[config.mk]
export PLATFORM = sky130hd
export DESIGN_NAME = draw_sequencer_flat
export DESIGN_NICKNAME = d
export VERILOG_FILES = /design/src/rtl/draw_sequencer_if.sv /design/src/rtl/draw_sequencer.sv /design/src/flat_wrapper.sv
export SDC_FILE = /design/constraint.sdc
export NUM_CORES = 1
export LEC_CHECK = 0
export CAP_MARGIN = 10
export CORE_ASPECT_RATIO = 1.75
export CORE_MARGIN = 2
export CORE_UTILIZATION = 40
export DETAILED_ROUTE_END_ITERATION = 6
export HOLD_SLACK_MARGIN = 0.12
export PLACE_DENSITY = 0.77
export SYNTH_ARGS = -nofsm -noshare
export SYNTH_HDL_FRONTEND = slang
export SYNTH_SLANG_ARGS = --single-unit
[constraint.sdc]
create_clock -name clk -period 3.25 [get_ports clk]
set_clock_uncertainty 0.2 [all_clocks]
set_input_delay 0.65 -clock clk [delete_from_list [all_inputs] [get_ports clk]]
set_output_delay 0.65 -clock clk [all_outputs]
set_load 0.03 [all_outputs]
[src/rtl/draw_sequencer_if.sv]
// Client-side drawing bus plus the registered pixel port towards the VGA adapter.
// The sequencer takes the master modport; clients and the adapter take the slave modport.
interface draw_sequencer_if #(
  parameter int NUM_CLIENTS = 4,
  parameter int X_W         = 8,
  parameter int Y_W         = 7,
  parameter int C_W         = 3
);
  logic [NUM_CLIENTS-1:0]     client_done;
  logic [NUM_CLIENTS-1:0]     client_we;
  logic [NUM_CLIENTS*X_W-1:0] client_x;
  logic [NUM_CLIENTS*Y_W-1:0] client_y;
  logic [NUM_CLIENTS*C_W-1:0] client_c;
  logic [NUM_CLIENTS-1:0]     client_go;
  logic                       plot;
  logic [X_W-1:0]             x_out;
  logic [Y_W-1:0]             y_out;
  logic [C_W-1:0]             color_out;

  modport master (
    input  client_done, client_we, client_x, client_y, client_c,
    output client_go, plot, x_out, y_out, color_out
  );

  modport slave (
    output client_done, client_we, client_x, client_y, client_c,
    input  client_go, plot, x_out, y_out, color_out
  );
endinterface

[src/rtl/draw_sequencer.sv]
// Time-multiplexes drawing clients onto one pixel-write port: client 0 runs once after reset,
// then rounds grant each masked-in client in ascending order with a go/done handshake.
module draw_sequencer #(
  parameter int NUM_CLIENTS = 4,
  parameter int X_W         = 8,
  parameter int Y_W         = 7,
  parameter int C_W         = 3,
  parameter int FRAME_PACE  = 1,
  parameter int TIMEOUT     = 4096
) (
  input  logic                   clk,
  input  logic                   reset,
  input  logic                   enable,
  input  logic                   frame_tick,
  input  logic [NUM_CLIENTS-1:0] client_mask,
  draw_sequencer_if.master       bus,
  output logic [3:0]             active_idx,
  output logic                   round_done,
  output logic                   init_done,
  output logic                   timeout_err
);

  localparam int WD_W = (TIMEOUT > 1) ? $clog2(TIMEOUT) : 1;
  localparam logic [WD_W-1:0] WD_LAST = (TIMEOUT > 0) ? WD_W'(TIMEOUT - 1) : '0;

  typedef enum logic [2:0] {
    S_INIT, S_WAIT, S_SELECT, S_RUN, S_ROUND_END
  } state_e;

  state_e                 state_q, state_d;
  logic [NUM_CLIENTS-1:0] go_q, go_d;
  logic [NUM_CLIENTS-1:0] mask_q, mask_d;
  logic [3:0]             active_q, active_d;
  logic [4:0]             idx_q, idx_d;
  logic [WD_W-1:0]        wd_q, wd_d;
  logic                   init_done_q, init_done_d;
  logic                   timeout_err_q, timeout_err_d;
  logic                   plot_q, plot_d;
  logic [X_W-1:0]         x_q, x_d;
  logic [Y_W-1:0]         y_q, y_d;
  logic [C_W-1:0]         c_q, c_d;

  logic                   done_sel, we_sel, granted, wd_fire, release_grant, found;
  logic [3:0]             found_idx;
  logic [X_W-1:0]         x_sel;
  logic [Y_W-1:0]         y_sel;
  logic [C_W-1:0]         c_sel;

  always_comb begin
    done_sel  = 1'b0;
    we_sel    = 1'b0;
    x_sel     = '0;
    y_sel     = '0;
    c_sel     = '0;
    found     = 1'b0;
    found_idx = '0;
    for (int i = 0; i < NUM_CLIENTS; i++) begin
      if (active_q == 4'(i)) begin
        done_sel = bus.client_done[i];
        we_sel   = bus.client_we[i];
        x_sel    = bus.client_x[i*X_W +: X_W];
        y_sel    = bus.client_y[i*Y_W +: Y_W];
        c_sel    = bus.client_c[i*C_W +: C_W];
      end
    end
    // Descending scan so the lowest eligible index at or above idx_q wins.
    for (int i = NUM_CLIENTS - 1; i >= 1; i--) begin
      if (mask_q[i] && (5'(i) >= idx_q)) begin
        found     = 1'b1;
        found_idx = 4'(i);
      end
    end
  end

  always_comb begin
    state_d       = state_q;
    active_d      = active_q;
    idx_d         = idx_q;
    mask_d        = mask_q;
    init_done_d   = init_done_q;
    timeout_err_d = timeout_err_q;
    wd_d          = '0;
    go_d          = '0;

    granted       = |go_q;
    wd_fire       = (TIMEOUT != 0) && granted && (wd_q == WD_LAST);
    release_grant = granted && (done_sel || wd_fire);

    case (state_q)
      S_INIT: begin
        if (release_grant) begin
          init_done_d = 1'b1;
          if (!done_sel) timeout_err_d = 1'b1;
          state_d = S_WAIT;
        end
      end
      S_WAIT: begin
        if (enable && ((FRAME_PACE == 0) || frame_tick)) begin
          mask_d    = client_mask;
          mask_d[0] = 1'b0;
          idx_d     = 5'd1;
          state_d   = S_SELECT;
        end
      end
      S_SELECT: begin
        if (found) begin
          active_d = found_idx;
          state_d  = S_RUN;
        end else begin
          state_d = S_ROUND_END;
        end
      end
      S_RUN: begin
        if (release_grant) begin
          if (!done_sel) timeout_err_d = 1'b1;
          idx_d   = 5'(active_q) + 5'd1;
          state_d = S_SELECT;
        end
      end
      S_ROUND_END: state_d = S_WAIT;
      default:     state_d = S_INIT;
    endcase

    if (granted && !release_grant) wd_d = wd_q + WD_W'(1);

    // Go is registered from the next state, so it drops the cycle after done is seen.
    for (int i = 0; i < NUM_CLIENTS; i++) begin
      go_d[i] = ((state_d == S_RUN) && (active_d == 4'(i))) ||
                ((state_d == S_INIT) && (i == 0));
    end

    plot_d = we_sel && ((state_q == S_INIT) || (state_q == S_RUN));
    x_d    = plot_d ? x_sel : x_q;
    y_d    = plot_d ? y_sel : y_q;
    c_d    = plot_d ? c_sel : c_q;
  end

  always_ff @(posedge clk) begin
    if (reset) begin
      state_q       <= S_INIT;
      go_q          <= '0;
      mask_q        <= '0;
      active_q      <= '0;
      idx_q         <= '0;
      wd_q          <= '0;
      init_done_q   <= 1'b0;
      timeout_err_q <= 1'b0;
      plot_q        <= 1'b0;
      x_q           <= '0;
      y_q           <= '0;
      c_q           <= '0;
    end else begin
      state_q       <= state_d;
      go_q          <= go_d;
      mask_q        <= mask_d;
      active_q      <= active_d;
      idx_q         <= idx_d;
      wd_q          <= wd_d;
      init_done_q   <= init_done_d;
      timeout_err_q <= timeout_err_d;
      plot_q        <= plot_d;
      x_q           <= x_d;
      y_q           <= y_d;
      c_q           <= c_d;
    end
  end

  assign bus.client_go = go_q;
  assign bus.plot      = plot_q;
  assign bus.x_out     = x_q;
  assign bus.y_out     = y_q;
  assign bus.color_out = c_q;
  assign active_idx    = active_q;
  assign round_done    = (state_q == S_ROUND_END);
  assign init_done     = init_done_q;
  assign timeout_err   = timeout_err_q;

endmodule

[src/flat_wrapper.sv]
// flat-port wrapper written by rule: the top's interface ports become plain ports
module draw_sequencer_flat 
#(
  parameter int NUM_CLIENTS = 4,
  parameter int X_W         = 8,
  parameter int Y_W         = 7,
  parameter int C_W         = 3,
  parameter int FRAME_PACE  = 1,
  parameter int TIMEOUT     = 4096
)
  (clk, reset, enable, frame_tick, client_mask, active_idx, round_done, init_done, timeout_err, bus_client_done, bus_client_we, bus_client_x, bus_client_y, bus_client_c, bus_client_go, bus_plot, bus_x_out, bus_y_out, bus_color_out);
  draw_sequencer_if #(.NUM_CLIENTS(NUM_CLIENTS), .X_W(X_W), .Y_W(Y_W), .C_W(C_W)) bus_i ();
  input  logic clk;
  input  logic reset;
  input  logic enable;
  input  logic frame_tick;
  input  logic [NUM_CLIENTS-1:0] client_mask;
  output logic [3:0] active_idx;
  output logic round_done;
  output logic init_done;
  output logic timeout_err;
  input wire logic [$bits(bus_i.client_done)-1:0] bus_client_done;
  input wire logic [$bits(bus_i.client_we)-1:0] bus_client_we;
  input wire logic [$bits(bus_i.client_x)-1:0] bus_client_x;
  input wire logic [$bits(bus_i.client_y)-1:0] bus_client_y;
  input wire logic [$bits(bus_i.client_c)-1:0] bus_client_c;
  output wire logic [$bits(bus_i.client_go)-1:0] bus_client_go;
  output wire logic [$bits(bus_i.plot)-1:0] bus_plot;
  output wire logic [$bits(bus_i.x_out)-1:0] bus_x_out;
  output wire logic [$bits(bus_i.y_out)-1:0] bus_y_out;
  output wire logic [$bits(bus_i.color_out)-1:0] bus_color_out;
  assign bus_i.client_done = bus_client_done;
  assign bus_i.client_we = bus_client_we;
  assign bus_i.client_x = bus_client_x;
  assign bus_i.client_y = bus_client_y;
  assign bus_i.client_c = bus_client_c;
  assign bus_client_go = bus_i.client_go;
  assign bus_plot = bus_i.plot;
  assign bus_x_out = bus_i.x_out;
  assign bus_y_out = bus_i.y_out;
  assign bus_color_out = bus_i.color_out;
  draw_sequencer #(.NUM_CLIENTS(NUM_CLIENTS), .X_W(X_W), .Y_W(Y_W), .C_W(C_W), .FRAME_PACE(FRAME_PACE), .TIMEOUT(TIMEOUT)) u_core (.clk(clk), .reset(reset), .enable(enable), .frame_tick(frame_tick), .client_mask(client_mask), .bus(bus_i), .active_idx(active_idx), .round_done(round_done), .init_done(init_done), .timeout_err(timeout_err));
endmodule
==> reports/results.tsv <==
stage	metric	value	unit
worst_setup_path	WP data required	3280	ps
sta	Fin Hold WS	271	ps
detailed_routing	via-per-instance ratio	5.56	
place	Final GP Congestion	0.811	
final_layout	diode count	0	
cts	CTS max path bufs	2	
global_route	first-pass GRT wire length	13800	um
pwr	Pleak	1.53	nW
cts	Num Clock Sinks	52	
synthesis	Synth area leader	dfxtp_1	
synthesis	Mapped Nets	427	
synthesis	Main synth FF type	dfxtp_1	
min_path	Min-Delay Path Class	flip-flop to flip-flop	
cts	H-tree lvl count	2	
synthesis	sequential area share after synthesis	38.6	%
global_route	global-route usage over all layers	24.4	%
synthesis	most frequent cells after synthesis	52 x dfxtp_1, 45 x nor2_1, 44 x a21oi_1	
detailed_routing	drt drc	0	
final_layout	non-filler cells in the finished layout	530	
synthesis	Syn Area/Cell	8.07	um2
sta	worst slew pin tran	977	ps
sta	fmax	347	MHz
place	I/O Buffers	116	
synthesis	synthesis warning total	0	
place	DPL Wire Length	6620	um
pwr	pwr dens	382	mW/mm2
worst_setup_path	worst-path maximum fanout	36	
synthesis	Post-Syn Instances	334	
sta	slew margin rel.	34.9	%
cts	# hold bufs at CTS	0	
synthesis	most used standard cell by instance count after synthesis	dfxtp_1	
cts	postcts setup bufs	0	
detailed_routing	WL/cell	16.2	um
synthesis	asr flop ratio synth	0	%
floorplanning	IO Pins	118	
final_layout	nets	540	
floorplanning	Rows	39	
synthesis	Post-synth EDFFs	0	
floorplanning	Die W	66.0	um
sta	period utilization	88.6	%
detailed_routing	Via Count	2949	
synthesis	Netlist Area Pre-Place	0.00269	mm2
detailed_routing	final wirelength	8600	um
cts	Worst-Skew Late Latency	300	ps
synthesis	synth top area cells	dfxtp_1 39%, a21oi_1 8.2%, nor2_1 6.3%, a221oi_1 6.2%, o21ai_0 4.6%	
detailed_routing	antenna viol nets, final	0	
synthesis	#FFs+latches synth	52	
worst_setup_path	Arrival @ worst endpoint	2910	ps
floorplanning	core area	0.00654	mm2
floorplanning	DIE HEIGHT	113	um
worst_setup_path	WS Path Type	flip-flop to flip-flop	
detailed_routing	DR iter-0 viols	147	
cts	cts bufs inserted	5	
place	Placed Cells	522	
detailed_routing	first-pass detailed-route iteration total	4	
outcome	outcome	finished, final reports clean	
global_route	largest net degree at the start of global routing	37	
final_layout	fraction of final layout cells sized beyond drive strength 1	6.70	%
sta	Final TNS setup	0	ps
sta	RSZ-0062 raised after global routing	no	
global_route	Remaining Overflow, GRT	0	
worst_setup_path	CP Launch Type	flip-flop	
sta	final hold vios	0	
sta	crit path time final	2880	ps
global_route	initial antenna violation count	0	
floorplanning	Die ar.	0.00743	mm2
global_route	vias in the first global route	3039	
sta	Final Max Tran Viols	0	
floorplanning	Initial Utilization	41.2	%
sta	Setup Viol. Count Final	0	
job	max_cap viols	0	
worst_setup_path	type of element capturing the critical path	flip-flop	
cts	CTS tree	yes	
cts	post_cts resized	0	
pwr	peak supply drop	233	uV
synthesis	synth unique cells	44	
cts	Worst-path clk slew	70	ps
final_layout	Area Overhead vs Synth	52.2	%
cts	clock root cell	clkbuf_16	
synthesis	Synth top area share	38.6	%
## kinds of logic after synthesis
family	count (synthesis)	share of synthesized area, %
AOI/OAI and AO/OA	108	25.5
muxes	1	0.557
buffers and inverters	36	5.53
adders and majority gates	5	2.32
DFF	52	38.6
xor gates and xnor gates	13	4.23
and+or+nand+nor	119	23.2
## cell usage in the layout, fill, tap and decap left out, types with 5 or more instances in the layout
cell,Yosys,final
o21ai_0,25,25
xnor2_1,7,7
nor2_1,45,45
ha_1,5,5
dfxtp_1,52,52
clkdlybuf4s50_1,0,116
nor3_1,24,24
a221oi_1,19,19
buf_4,2,11
a21oi_1,44,44
nand2_1,13,13
xor2_1,6,6
nand3_1,6,6
clkbuf_16,0,5
nand4_1,5,5
inv_1,15,15
## critical path, cell delays in order (launching register included)
cell	delay (ps)
dfxtp_1	430
inv_1	120
ha_1	260
nor4b_4	250
a221oi_1	130
nor3_1	260
o21a_1	800
o21ai_0	200
a21oi_1	150
## where the power goes
part / total (W) / internal, W / switching (W)
registers: 0.000687 / 0.000668 / 0.0000191
logic: 0.000336 / 0.000182 / 0.000155
clock network: 0.000542 / 0.000291 / 0.000251
total: 0.00157 / 0.00114 / 0.000425
## layout make-up
cell class,instances,area (um2)
Fill cell,560,2440
Multi-Input combinational cell,246,1500
Timing Repair Buffer,127,1240
Sequential cell,52,1040
Clock buffer,5,125
Tap cell,82,103
Inverter,15,56.3
Clock inverter,3,26.3
## per-stage QoR
stage | util [%] | cell area, um2 | power (W) | setup slack, ps
floorplan | - | 2690 | 0.000848 | 641
global placement | 60.4 | 3950 | 0.00103 | 306
detailed placement | 60.4 | 3950 | 0.00104 | 307
CTS | 62.7 | 4100 | 0.00158 | 327
global route | 62.7 | 4100 | 0.00164 | 14.2
finish | 62.7 | 4100 | 0.00157 | 372
## worst paths after layout
| kind | end | cells past startpoint | slack [ps] | startpoint |
|---|---|---|---|---|
| setup / recovery | u_core.bus.x_out[0] | 8 | 370 | u_core.active_idx[1] |
| hold / removal | u_core.wd_q[0] | 1 | 270 | u_core.wd_q[0] |
| setup reg to reg | u_core.bus.x_out[0] | 8 | 370 | u_core.active_idx[1] |
| hold reg to reg | u_core.wd_q[0] | 1 | 270 | u_core.wd_q[0] |
## registers in the layout (all words and copies together) (netlist names)
signal,count
u_core.wd_q,12
u_core.bus.x_out,8
u_core.bus.y_out,7
u_core.idx_q,5
u_core.active_idx,4
u_core.bus.client_go,4
u_core.bus.color_out,3
u_core.mask_q,3
u_core.state_q,3
u_core.bus.plot,1
u_core.init_done,1
u_core.timeout_err,1
## per-layer routing
metal	track usage, %	up-vias	share of wire [%]
met5	0	-	0
met1	22.1	1364	33
met4	14.8	0	5.2
met2	45.9	118	55
met3	6.61	30	6.7
li1	-	1437	-
No activity file was read; power rests on OpenSTA's default activity.
